**config.mk**
```make
export PLATFORM = sky130hd
export DESIGN_NAME = chip8_video_compositor
export DESIGN_NICKNAME = d
export VERILOG_FILES = /design/src/rtl/chip8_video_compositor.sv
export SDC_FILE = /design/constraint.sdc
export NUM_CORES = 1
export LEC_CHECK = 0
export ABC_CLOCK_PERIOD_IN_PS = 8600
export BUFFER_PORTS_ARGS = -buffer_cell sky130_fd_sc_hd__buf_2
export CORE_UTILIZATION = 35
export DETAILED_ROUTE_END_ITERATION = 10
export PLACE_DENSITY = 0.69
export SETUP_SLACK_MARGIN = 0.4
export SYNTH_ARGS = -nofsm -noshare
export SYNTH_HDL_FRONTEND = slang
export SYNTH_SLANG_ARGS = --single-unit
export TNS_END_PERCENT = 30
```
**constraint.sdc**
```tcl
create_clock -name clk_in -period 8.6 [get_ports clk_in]
set_clock_uncertainty 0.05 [all_clocks]
set_input_delay 2.58 -clock clk_in [delete_from_list [all_inputs] [get_ports clk_in]]
set_output_delay 2.58 -clock clk_in [all_outputs]
set_load 0.02 [all_outputs]
```
**src/rtl/chip8_video_compositor.sv**
```systemverilog
// chip8_video_compositor: maps HDMI raster counts onto one (single mode) or up
// to four (2x2 grid mode) CHIP-8 64x32 framebuffers held in VRAM. Issues a
// registered VRAM byte address and realigns pixel metadata with the returned
// byte through a fixed-depth shift pipeline.
// Optional feature: define CHIP8_VID_BORDER_EN to draw a 1-pixel ring around
// every enabled viewport.
module chip8_video_compositor #(
  parameter int NUM_CH         = 4,
  parameter int SCALE_LOG2     = 4,
  parameter int VRAM_LATENCY   = 2,
  parameter int CH_STRIDE_LOG2 = 8
) (
  input  logic        clk_in,
  input  logic        rst_in,
  input  logic [10:0] hcount_in,
  input  logic [9:0]  vcount_in,
  input  logic        mode_in,
  input  logic [1:0]  sel_in,
  input  logic [7:0]  hdmi_data_in,
  output logic [15:0] hdmi_addr_out,
  output logic        hdmi_pixel_out,
  output logic        in_view_out,
  output logic [1:0]  ch_out,
  output logic        border_out
);

  localparam int SS = SCALE_LOG2;      // single-mode scale
  localparam int SG = SCALE_LOG2 - 1;  // grid-mode scale
  localparam logic [12:0] W_S = 13'(64 << SS);
  localparam logic [12:0] H_S = 13'(32 << SS);
  localparam logic [12:0] W_G = 13'(64 << SG);
  localparam logic [12:0] H_G = 13'(32 << SG);

  // metadata that travels alongside the VRAM read
  typedef struct packed {
    logic [2:0] off;
    logic       view;
    logic [1:0] ch;
    logic       border;
  } tap_t;

  logic        mode_q, mode_eff;
  logic [1:0]  sel_q, sel_eff;
  logic        frame_start, active_area;
  logic [12:0] hc, vc, w, h;
  logic        hit, border_c;
  logic [1:0]  hit_ch;
  logic [12:0] dx, dy;
  logic [5:0]  lx;
  logic [4:0]  ly;
  logic [15:0] addr_c;
  tap_t        cur;
  tap_t        pipe [VRAM_LATENCY+1];

  assign frame_start = (hcount_in == 11'd0) && (vcount_in == 10'd0);
  // the frame-start sample already uses the new mode/sel, so the whole frame is consistent
  assign mode_eff    = frame_start ? mode_in : mode_q;
  assign sel_eff     = frame_start ? sel_in  : sel_q;
  assign active_area = (hcount_in < 11'd1280) && (vcount_in < 10'd720);
  assign hc          = {2'b00, hcount_in};
  assign vc          = {3'b000, vcount_in};
  assign w           = mode_eff ? W_G : W_S;
  assign h           = mode_eff ? H_G : H_S;

  // mode/sel are captured only at frame start to avoid mid-frame tearing
  always_ff @(posedge clk_in) begin
    if (!rst_in) begin
      mode_q <= 1'b0;
      sel_q  <= 2'b00;
    end else if (frame_start) begin
      mode_q <= mode_in;
      sel_q  <= sel_in;
    end
  end

  // viewport hit test (lowest channel wins) and optional ring detection
  always_comb begin
    logic        en;
    logic [12:0] ox, oy;
    logic        ring;
    hit    = 1'b0;
    hit_ch = 2'b00;
    dx     = '0;
    dy     = '0;
    en     = 1'b0;
    ox     = '0;
    oy     = '0;
    ring   = 1'b0;
    for (int c = 0; c < 4; c++) begin
      en = (c < NUM_CH) && (mode_eff || (sel_eff == 2'(c)));
      ox = (mode_eff && (c % 2 == 1)) ? w : 13'd0;
      oy = (mode_eff && (c >= 2))     ? h : 13'd0;
      if (en && active_area && !hit &&
          hc >= ox && hc < ox + w && vc >= oy && vc < oy + h) begin
        hit    = 1'b1;
        hit_ch = 2'(c);
        dx     = hc - ox;
        dy     = vc - oy;
      end
      if (en && hc + 13'd1 >= ox && hc <= ox + w &&
          vc + 13'd1 >= oy && vc <= oy + h)
        ring = 1'b1;
    end
`ifdef CHIP8_VID_BORDER_EN
    border_c = ring && !hit && active_area;
`else
    border_c = 1'b0;
`endif
  end

  assign lx     = mode_eff ? 6'(dx >> SG) : 6'(dx >> SS);
  assign ly     = mode_eff ? 5'(dy >> SG) : 5'(dy >> SS);
  assign addr_c = hit ? ((16'(hit_ch) << CH_STRIDE_LOG2) + {8'd0, ly, 3'b000} + {13'd0, lx[5:3]})
                      : 16'd0;

  assign cur.off    = lx[2:0];
  assign cur.view   = hit || border_c;
  assign cur.ch     = hit_ch;
  assign cur.border = border_c;

  // address register plus metadata delay line matching VRAM latency
  always_ff @(posedge clk_in) begin
    if (!rst_in) begin
      hdmi_addr_out <= 16'd0;
      for (int i = 0; i <= VRAM_LATENCY; i++) pipe[i] <= '0;
    end else begin
      hdmi_addr_out <= addr_c;
      pipe[0]       <= cur;
      for (int i = 1; i <= VRAM_LATENCY; i++) pipe[i] <= pipe[i-1];
    end
  end

  // last stage lines up with the returned VRAM byte; border pixels are dark
  assign in_view_out    = pipe[VRAM_LATENCY].view;
  assign ch_out         = pipe[VRAM_LATENCY].ch;
  assign hdmi_pixel_out = pipe[VRAM_LATENCY].view && !pipe[VRAM_LATENCY].border &&
                          hdmi_data_in[pipe[VRAM_LATENCY].off];
`ifdef CHIP8_VID_BORDER_EN
  assign border_out     = pipe[VRAM_LATENCY].border;
`else
  assign border_out     = 1'b0;
`endif

endmodule

```
==> metrics.md, run 1 <==
| Metric | Value |
|---|---|
| Status | finished clean |
| TritonCTS buffer count | 5 |
| Area growth, synth to finish | 20.45% |
| Yosys warns | 0 |
| Core area | 0.004144 mm2 |
| Max-slew headroom | 0.4171 |
| Post-synth cell types | 43 |
| CP Capture Type | flip-flop |
| CTS resizes | 0 |
| Worst min-delay path class | flip-flop to flip-flop |
| Total GRT Usage | 0.1562 |
| CP Max Fanout | 14 |
| Filler Cells Inserted | 415 |
| Total Wirelength | 3.315 mm |
| Synth area leader | dfxtp_1 |
| Top post-synthesis cells by area | dfxtp_1 40%, nand2_1 6.5%, a21oi_1 5.8% |
| CTS clk-pin slew, worst paths | 0.06 ns |
| Row Count | 23 |
| HPWL after DPL | 2.569 mm |
| H-Tree Depth | 2 |
| Initial core utilization | 0.3780 |
| Initial antenna violation count | 0 |
| Die height | 68.90 um |
| Total grt overflow | 0 |
| Clock latency on the worst-skew pair | 0.27 ns |
| Tmin final | 6.119 ns |
| # port buffers | 47 |
| Vias/cell | 5.204 |
| Leak | 0.8620 nW |
| Setup CP Type | primary input to flip-flop |
| Number of global-route vias before repair | 1,299 |
| Mapped cell area | 0.001567 mm2 |
| Unrepaired setup endpoints after global routing | false |
| Clock sink count | 31 |
| CP Cell Sequence | buf_2, nor4_2, nand3_1, or2_1, mux2i_1, buf_4, inv_2, ha_1, a41oi_1, nor2_1, o211ai_1, nand2_1, o21ai_1, a21oi_1 |
| DR iter-0 viols | 94 |
| Maximum VDD drop | 72.95 uV |
| Register bit total from synthesis | 31 |
| Root buf cell | clkbuf_8 |
| Most common cell after layout, fill and taps aside | buf_2 |
| DRC violations left | 0 |
| Power Total | 0.0002834 W |
| R2R setup slack | 5.50 ns |
| Startpoint types | primary input |
| Register area share after synthesis | 0.3962 |
| # Post-CTS Setup Buffers | 0 |
| Crit-path slowest cell | o21ai_1 |
| Hold Buf Count CTS | 0 |
| GPL Wtd Cong | 0.9401 |
| Dpl ws | 2.222 ns |
| Hold Path Depth | 1 |
| Number of routed nets with antenna violations | 0 |
| Largest net degree at the start of global routing | 15 |
| First-pass iteration count of the detailed router | 4 |
| Cell count after synthesis | 178 |
| Max Cap Violations | 0 |
| R2r worst-path depth | 10 |
| Mean Syn Cell Area | 8.801 um2 |
| Pwr dens | 150.2 mW/mm2 |
| Share of cells above drive strength 1 | 0.2978 |
| Pins Over Slew Limit | 0 |
| Highest Clock Rate | 163.4 MHz |
| Final WS setup | 2.481 ns |
| CTS tree | built |
| Final setup vio count | 0 |
| Crit path largest cell delay | 0.74 ns |
| Routed length per placed instance | 12.05 um |
| Most frequent cells in the layout | 47 x buf_2, 31 x dfxtp_1, 27 x nand2_1 |
| Via count | 1,431 |
| Req. time, crit path | 8.66 ns |
| Top-area cell type share of the netlist area | 0.3962 |
| Setup tns final | 0 ns |
| ANT cells | 0 |
| Period Utilization, post-route | 0.7115 |
| Hold WS | 0.3797 ns |
| I/O pins | 55 |
| Worst slew pin tran | 0.8686 ns |
| CP Data Arrival Time | 6.18 ns |
| Final std cells w/o fill | 275 |
| First-pass GRT wire length | 5.354 mm |
| Die width | 68.90 um |
| Cells after DPL | 268 |
| Die Area | 0.004747 mm2 |
| Final hold vios | 0 |
| Layout net count | 263 |
| Clock Path Buffers | 2 |
[cell usage after synthesis, drive strengths merged]
cell type	n
dfxtp	31
nand2	27
a21oi	18
and2	13
buf	11
inv	9
nor2	9
nand3	5
o211ai	5
ha	4
nor4	4
o21ai	4
a21o	3
clkbuf	3
mux2i	3
a211oi	2
mux4	2
nand2b	2
nor3	2
nor3b	2
o2111ai	2
o211a	2
o31ai	2
or2	2
or4	2
a41oi	1
conb	1
nand3b	1
nor2b	1
o21a	1
o21bai	1
o221a	1
o221ai	1
o32a	1
[final cells by class]
class / instances / area, um2 / area share
timing repair buffer: 48 / 242.7 / 0.1286
clock buffer: 6 / 82.58 / 0.04377
tap: 50 / 62.56 / 0.03316
inverter: 9 / 33.78 / 0.01790
sequential: 31 / 620.6 / 0.3289
clock inverter: 1 / 5.005 / 0.002653
multi-input combinational: 130 / 839.6 / 0.4450
[registers in the layout, summed over array words and instances, names as in the netlist]
register / count
pipe: 18
hdmi_addr_out: 10
sel_q: 2
mode_q: 1
[logic make-up after synthesis]
| kind of cell | count (synthesis) | share of synthesized area |
|---|---|---|
| simple gates | 70 | 0.2452 |
| flops | 31 | 0.3962 |
| compound gates | 44 | 0.1941 |
| buf+inv | 23 | 0.08227 |
| mux | 5 | 0.04792 |
| other cells | 1 | 0.002394 |
| fa+ha+maj | 4 | 0.03195 |
[where the power goes]
group | internal [W] | switching, W | leakage (nW)
clock network | 0.0000626 | 0.0000492 | 0.0470
registers | 0.000144 | 0.000000108 | 0.250
logic | 0.0000105 | 0.0000168 | 0.565
total | 0.000217 | 0.0000661 | 0.862
[per-layer routing]
metal | track usage | wire length [um]
met1 | 0.1717 | 1384
met2 | 0.2573 | 1528
met4 | 0.08929 | 114
met3 | 0.05757 | 288
met5 | 0 | 0
[worst max-delay path: cells and delay by family]
kind / cells / cell delay (ns)
mux: 1 / 0.21
fa+ha+maj: 1 / 0.34
simple gates: 5 / 1.20
buf+inv: 3 / 0.46
compound gates: 4 / 1.37
[final timing paths]
path                     start          endpoint
setup / recovery  vcount_in[0]  hdmi_addr_out[0]
hold / removal     pipe[0][10]       pipe[0][17]
setup reg to reg        mode_q  hdmi_addr_out[0]
hold reg to reg    pipe[0][10]       pipe[0][17]
[metrics by stage]
stage	utilization	instance area, um2
2_1_floorplan	-	1589
6_report	0.4553	1887
3_5_place_dp	0.4342	1799
3_3_place_gp	0.4342	1799
5_1_grt	0.4553	1887
4_1_cts	0.4553	1887
No activity file was read; power rests on OpenSTA's default activity.
==> run 2, diff against run 1 <==
Settings changed: ABC_AREA set to 1, ABC_CLOCK_PERIOD_IN_PS 8600 to 6400.
Clock period 8.6 ns to 6.4 ns, I/O delays scaled along.
==> metrics.md, run 2 <==
| Metric | Value |
|---|---|
| Top-area cell type share of the netlist area | 0.3848 |
| Final setup vio count | 0 |
| Initial antenna violation count | 0 |
| Total Wirelength | 2.934 mm |
| Max Cap Violations | 0 |
| Tmin final | 4.625 ns |
| Leak | 1.096 nW |
| ANT cells | 0 |
| Req. time, crit path | 4.43 ns |
| Period Utilization, post-route | 0.7227 |
| Number of routed nets with antenna violations | 0 |
| Largest net degree at the start of global routing | 17 |
| Final std cells w/o fill | 318 |
| Die Area | 0.004883 mm2 |
| Initial core utilization | 0.3679 |
| Routed length per placed instance | 9.226 um |
| Vias/cell | 4.352 |
| Crit. Startpoint | hdmi_data_in[0] |
| Highest Clock Rate | 216.2 MHz |
| Mean Syn Cell Area | 7.432 um2 |
| Largest family of logic cells by synthesized area | simple AND/OR/NAND/NOR gates |
| Yosys warns | 0 |
| I/O pins | 55 |
| Share of cells above drive strength 1 | 0.3008 |
| Register bit total from synthesis | 31 |
| CP Max Fanout | 1 |
| Layout net count | 303 |
| Maximum VDD drop | 78.98 uV |
| Die width | 69.88 um |
| Pwr dens | 216.1 mW/mm2 |
| Mapped cell area | 0.001613 mm2 |
| First-pass iteration count of the detailed router | 4 |
| Top post-synthesis cells by area | dfxtp_1 38%, nand2_1 12%, inv_1 6.5% |
| Die height | 69.88 um |
| Crit Reg-Reg Startpoint | mode_q |
| Dpl ws | 1.770 ns |
| Most frequent cells in the layout | 52 x nand2_1, 47 x buf_2, 31 x dfxtp_1 |
| Pins Over Slew Limit | 0 |
| Most common cell after layout, fill and taps aside | nand2_1 |
| # Post-CTS Setup Buffers | 0 |
| Net Sw Frac | 0.2153 |
| Cell count after synthesis | 217 |
| DRC violations left | 0 |
| CP Buf/Inv Count | 2 |
| Number of synthesized flops with an enable pin | 0 |
| Cell Int Power | 0.0003345 W |
| Startpoint types | primary input |
| Max reg flops | 18 |
| Unrepaired setup endpoints after global routing | false |
| Synth Area in Compound Gates | 0.09542 |
| CTS clk-pin slew, worst paths | 0.06 ns |
| Sw Pwr | 0.00009180 W |
| GPL Wtd Cong | 0.8510 |
| Setup tns final | 0 ns |
| Clock network power share | 0.455 |
| First-pass GRT wire length | 5.078 mm |
| TritonCTS buffer count | 5 |
| Clock latency on the worst-skew pair | 0.27 ns |
| Number of global-route vias before repair | 1,226 |
| Post-synthesis mux area share | 0.006206 |
| Async SR Flop Fraction | 0 |
| Post-Synth XOR/XNOR Area | 0 |
| DR iter-0 viols | 21 |
| Adder-Cell Fraction of Synth Area | 0.03103 |
| Synth Area in Simple Gates | 0.3522 |
| Worst min-delay path class | flip-flop to flip-flop |
| H-Tree Depth | 2 |
| Clock sink count | 31 |
| Critical path's top delay family | compound AO/OA/AOI/OAI gates |
| Hold Buf Count CTS | 0 |
| Most frequent CP cell | buf_2 |
| Post-synth top cells | 52 x nand2_1, 31 x dfxtp_1, 28 x inv_1 |
| CP Cell Sequence | buf_2, nor2_1, o32ai_1, o221a_2, buf_2 |
| # port buffers | 47 |
| Register area share after synthesis | 0.3848 |
| CP Capture Type | primary output |
| Clock Path Buffers | 2 |
| Cells after DPL | 310 |
| Main synth FF type | dfxtp_1 |
| HPWL after DPL | 2.307 mm |
| Total GRT Usage | 0.1278 |
| Biggest register | pipe |
| Final hold vios | 0 |
| Sequential share of power | 0.458 |
| CP Data Arrival Time | 2.66 ns |
| Crit-path slowest cell | o32ai_1 |
| Hold WS | 0.3588 ns |
| Root buf cell | clkbuf_8 |
| Final WS setup | 1.775 ns |
| Post-synth cell types | 30 |
| CTS resizes | 0 |
| HP Start | pipe[0][4] |
| Regs by FF count | pipe (18), hdmi_addr_out (10), sel_q (2) |
| Setup CP Type | primary input to primary output |
| Row Count | 24 |
| Status | finished clean |
| Crit path largest cell delay | 0.26 ns |
| Final core utilization | 0.4501 |
| Total grt overflow | 0 |
| Synth area leader | dfxtp_1 |
| Combinational power share | 0.087 |
| CTS tree | built |
| Area growth, synth to finish | 22.34% |
| Top-count cell post-synth | nand2_1 |
| Via count | 1,384 |
| Core area | 0.004384 mm2 |
## run 2: cell count changes in the layout (fill, tap and decap cells not counted), sizes merged, moves of 3 or more
cell	before	now
nand2	27	64
nand3	5	12
nor4	4	0
o211ai	5	0
inv	9	32
nand4	0	6
and2	13	0
o21ai	4	7
a21o	3	0
nor2	9	24
## run 2: per-stage QoR
stage | power, W | instance area (um2)
5_1_grt | 0.0004461 | 1973
4_1_cts | 0.0004317 | 1973
3_3_place_gp | 0.0002364 | 1856
3_5_place_dp | 0.0002370 | 1856
2_1_floorplan | 0.0002236 | 1635
6_report | 0.0004263 | 1973
## run 2: kinds of logic after synthesis
kind of cell,after synthesis
multiplexers,1
flip-flops,31
adder cells (fa/ha/maj),4
buffers and inverters,45
other,1
AO/OA/AOI/OAI,27
AND/OR/NAND/NOR,108
## run 2: final cells by class
class,instances,area [um2]
multi-input combinational,147,808.3
clock inverter,2,35.03
tap,52,65.06
inverter,33,126.4
fill,448,2411
sequential,31,620.6
clock buffer,6,82.58
timing repair buffer,47,235.2
## run 2: path summary, 6_finish.rpt
check / endpoint / slack (ns) / cells after the start
worst max-delay path: hdmi_pixel_out / 1.77 / 5
worst max register to register: hdmi_addr_out[2] / 4.24 / 14
worst min register to register: pipe[0][11] / 0.36 / 2
worst min-delay path: pipe[0][11] / 0.36 / 2
## run 2: worst register-to-register path, cell delays in order (launching register included)
cell     delay [ns]
dfxtp_1        0.35
nand2_2        0.07
nand2_4        0.17
ha_1           0.27
a21oi_1        0.20
nand3_1        0.11
a31oi_1        0.22
nand2_2        0.10
nand2_2        0.10
inv_2          0.05
nand3_4        0.08
nand2_4        0.10
a21oi_1        0.13
nand2_1        0.06
inv_1          0.04
## run 2: per-layer routing
metal  global-route usage  up-vias  wire length, um
li1                     -      762                -
met1               0.1534      580             1383
met2               0.2147       40             1401
met3              0.03896        2              131
met4              0.04667        0               18
met5                    0        -                0
## run 2: power by group through the flow
stage | clock, W | sequential (W) | combinational, W
finish | 0.000194 | 0.000195 | 0.0000372
global route | 0.000209 | 0.000195 | 0.0000415
CTS | 0.000199 | 0.000195 | 0.0000376
detailed placement | 0 | 0.000200 | 0.0000375
global placement | 0 | 0.000200 | 0.0000369
floorplan | 0 | 0.000201 | 0.0000228
==> run 3, diff against run 2 <==
Settings changed: ABC_CLOCK_PERIOD_IN_PS 6400 to 4500.
Clock period 6.4 ns to 4.5 ns, I/O delays scaled along.
==> metrics.md, run 3 (synthesis gave the netlist of run 2 again) <==
| Metric | Value |
|---|---|
| Sequential share of power | 0.456 |
| CP Capture Type | flip-flop |
| Number of routed nets with antenna violations | 0 |
| Largest net degree at the start of global routing | 17 |
| Final hold vios | 0 |
| Leak | 1.096 nW |
| Setup CP Type | primary input to flip-flop |
| Total grt overflow | 0 |
| DRC violations left | 0 |
| Max reg flops | 18 |
| Sw Pwr | 0.0001335 W |
| Row Count | 24 |
| Total Wirelength | 3.068 mm |
| Total GRT Usage | 0.1357 |
| Die Area | 0.004883 mm2 |
| Via count | 1,438 |
| Die width | 69.88 um |
| Unrepaired setup endpoints after global routing | false |
| Vias/cell | 4.522 |
| Clock Path Buffers | 2 |
| Combinational power share | 0.089 |
| Layout net count | 303 |
| Clock sink count | 31 |
| H-Tree Depth | 2 |
| GPL Wtd Cong | 0.8178 |
| Root buf cell | clkbuf_8 |
| Final setup vio count | 0 |
| Number of global-route vias before repair | 1,260 |
| Pwr dens | 308.8 mW/mm2 |
| Filler Cells Inserted | 454 |
| Initial antenna violation count | 0 |
| ANT cells | 0 |
| Biggest register | pipe |
| HP Start | pipe[0][10] |
| CTS resizes | 0 |
| Setup tns final | 0 ns |
| First-pass iteration count of the detailed router | 4 |
| Clock network power share | 0.456 |
| Net Sw Frac | 0.2191 |
| # port buffers | 47 |
| Period Utilization, post-route | 0.7968 |
| Status | finished clean |
| Routed length per placed instance | 9.648 um |
| Area growth, synth to finish | 22.34% |
| Maximum VDD drop | 120.8 uV |
| CTS tree | built |
| Regs by FF count | pipe (18), hdmi_addr_out (10), sel_q (2) |
| Cell Int Power | 0.0004758 W |
| TritonCTS buffer count | 5 |
| CP Data Arrival Time | 3.76 ns |
| FF/Latch Area | 620.6 um2 |
| # Post-CTS Setup Buffers | 0 |
| Die height | 69.88 um |
| Highest Clock Rate | 278.9 MHz |
| Req. time, crit path | 4.68 ns |
| Max Cap Violations | 0 |
| Clock latency on the worst-skew pair | 0.28 ns |
| CP Max Fanout | 16 |
| Share of cells above drive strength 1 | 0.3008 |
| Core area | 0.004384 mm2 |
| Multi-input gate area | 808.3 um2 |
| DR iter-0 viols | 70 |
| Final core utilization | 0.4501 |
| Most frequent cells in the layout | 52 x nand2_1, 47 x buf_2, 31 x dfxtp_1 |
| Startpoint types | primary input |
| Pins Over Slew Limit | 0 |
| R2r worst-path depth | 14 |
| HPWL after DPL | 2.405 mm |
| Worst min-delay path class | flip-flop to flip-flop |
| I/O pins | 55 |
| Initial core utilization | 0.3679 |
| Crit Reg-Reg Startpoint | mode_q |
| First-pass GRT wire length | 5.250 mm |
| Hold Buf Count CTS | 0 |
| Crit. Startpoint | hcount_in[10] |
| Tmin final | 3.586 ns |
| Most common cell after layout, fill and taps aside | nand2_1 |
| CTS clk-pin slew, worst paths | 0.06 ns |
| Hold Path Depth | 2 |
run 3: cell counts in the layout (fill, tap and decap cells not counted):
Identical to the previous run, type by type.
run 3: final timing paths:
kind	end	slack, ns
worst min register to register	pipe[0][17]	0.36
worst max-delay path	hdmi_addr_out[2]	0.91
worst min-delay path	pipe[0][17]	0.36
worst max register to register	hdmi_addr_out[2]	2.33
run 3: metrics by stage:
stage                     cell area (um2)  hold slack, ns  worst slack [ns]  total power (W)  instances
after floorplan                      1635          0.3400            0.7934        0.0003180        223
after global placement               1856          0.3416            0.6806        0.0003375        310
after detailed placement             1856          0.3464            0.6535        0.0003380        310
after CTS                            1973          0.3614            0.9372        0.0006167        318
after global routing                 1973          0.3775            0.7099        0.0006384        318
final                                1973          0.3597            0.9144        0.0006093        318
run 3: worst max-delay path, cell delays in order:
cell and delay, ns:
buf_2 0.13, inv_2 0.08, nand2_1 0.10, nor2_4 0.23, nand3_4 0.12, nand2_2 0.09
nand2_4 0.13, ha_1 0.30, a21oi_1 0.21, nand3_1 0.10, a31oi_1 0.24, nand2_2 0.10
nand2_2 0.11, inv_2 0.05, nand3_4 0.08, nand2_4 0.10, a21oi_1 0.13, nand2_1 0.06
inv_1 0.04
run 3: per-layer routing:
metal | global-route usage | vias up | part of all wire
met4 | 0.06667 | 0 | 0.012
met5 | 0 | - | 0
met2 | 0.2233 | 46 | 0.49
met3 | 0.04040 | 4 | 0.055
met1 | 0.1603 | 625 | 0.44
li1 | - | 763 | -
run 3: power groups by stage:
stage               clock [W]  sequential (W)  combinational [W]
floorplan                   0        0.000285          0.0000325
detailed placement          0        0.000284          0.0000541
global placement            0        0.000284          0.0000537
finish               0.000278        0.000278          0.0000540
CTS                  0.000285        0.000278          0.0000543
global route         0.000300        0.000278          0.0000602
run 3: layout make-up:
class                           instances  area share
Clock buffer                            6     0.04185
Clock inverter                          2     0.01776
Inverter                               33     0.06405
Multi-Input combinational cell        147      0.4096
Sequential cell                        31      0.3145
Tap cell                               52     0.03297
Timing Repair Buffer                   47      0.1192
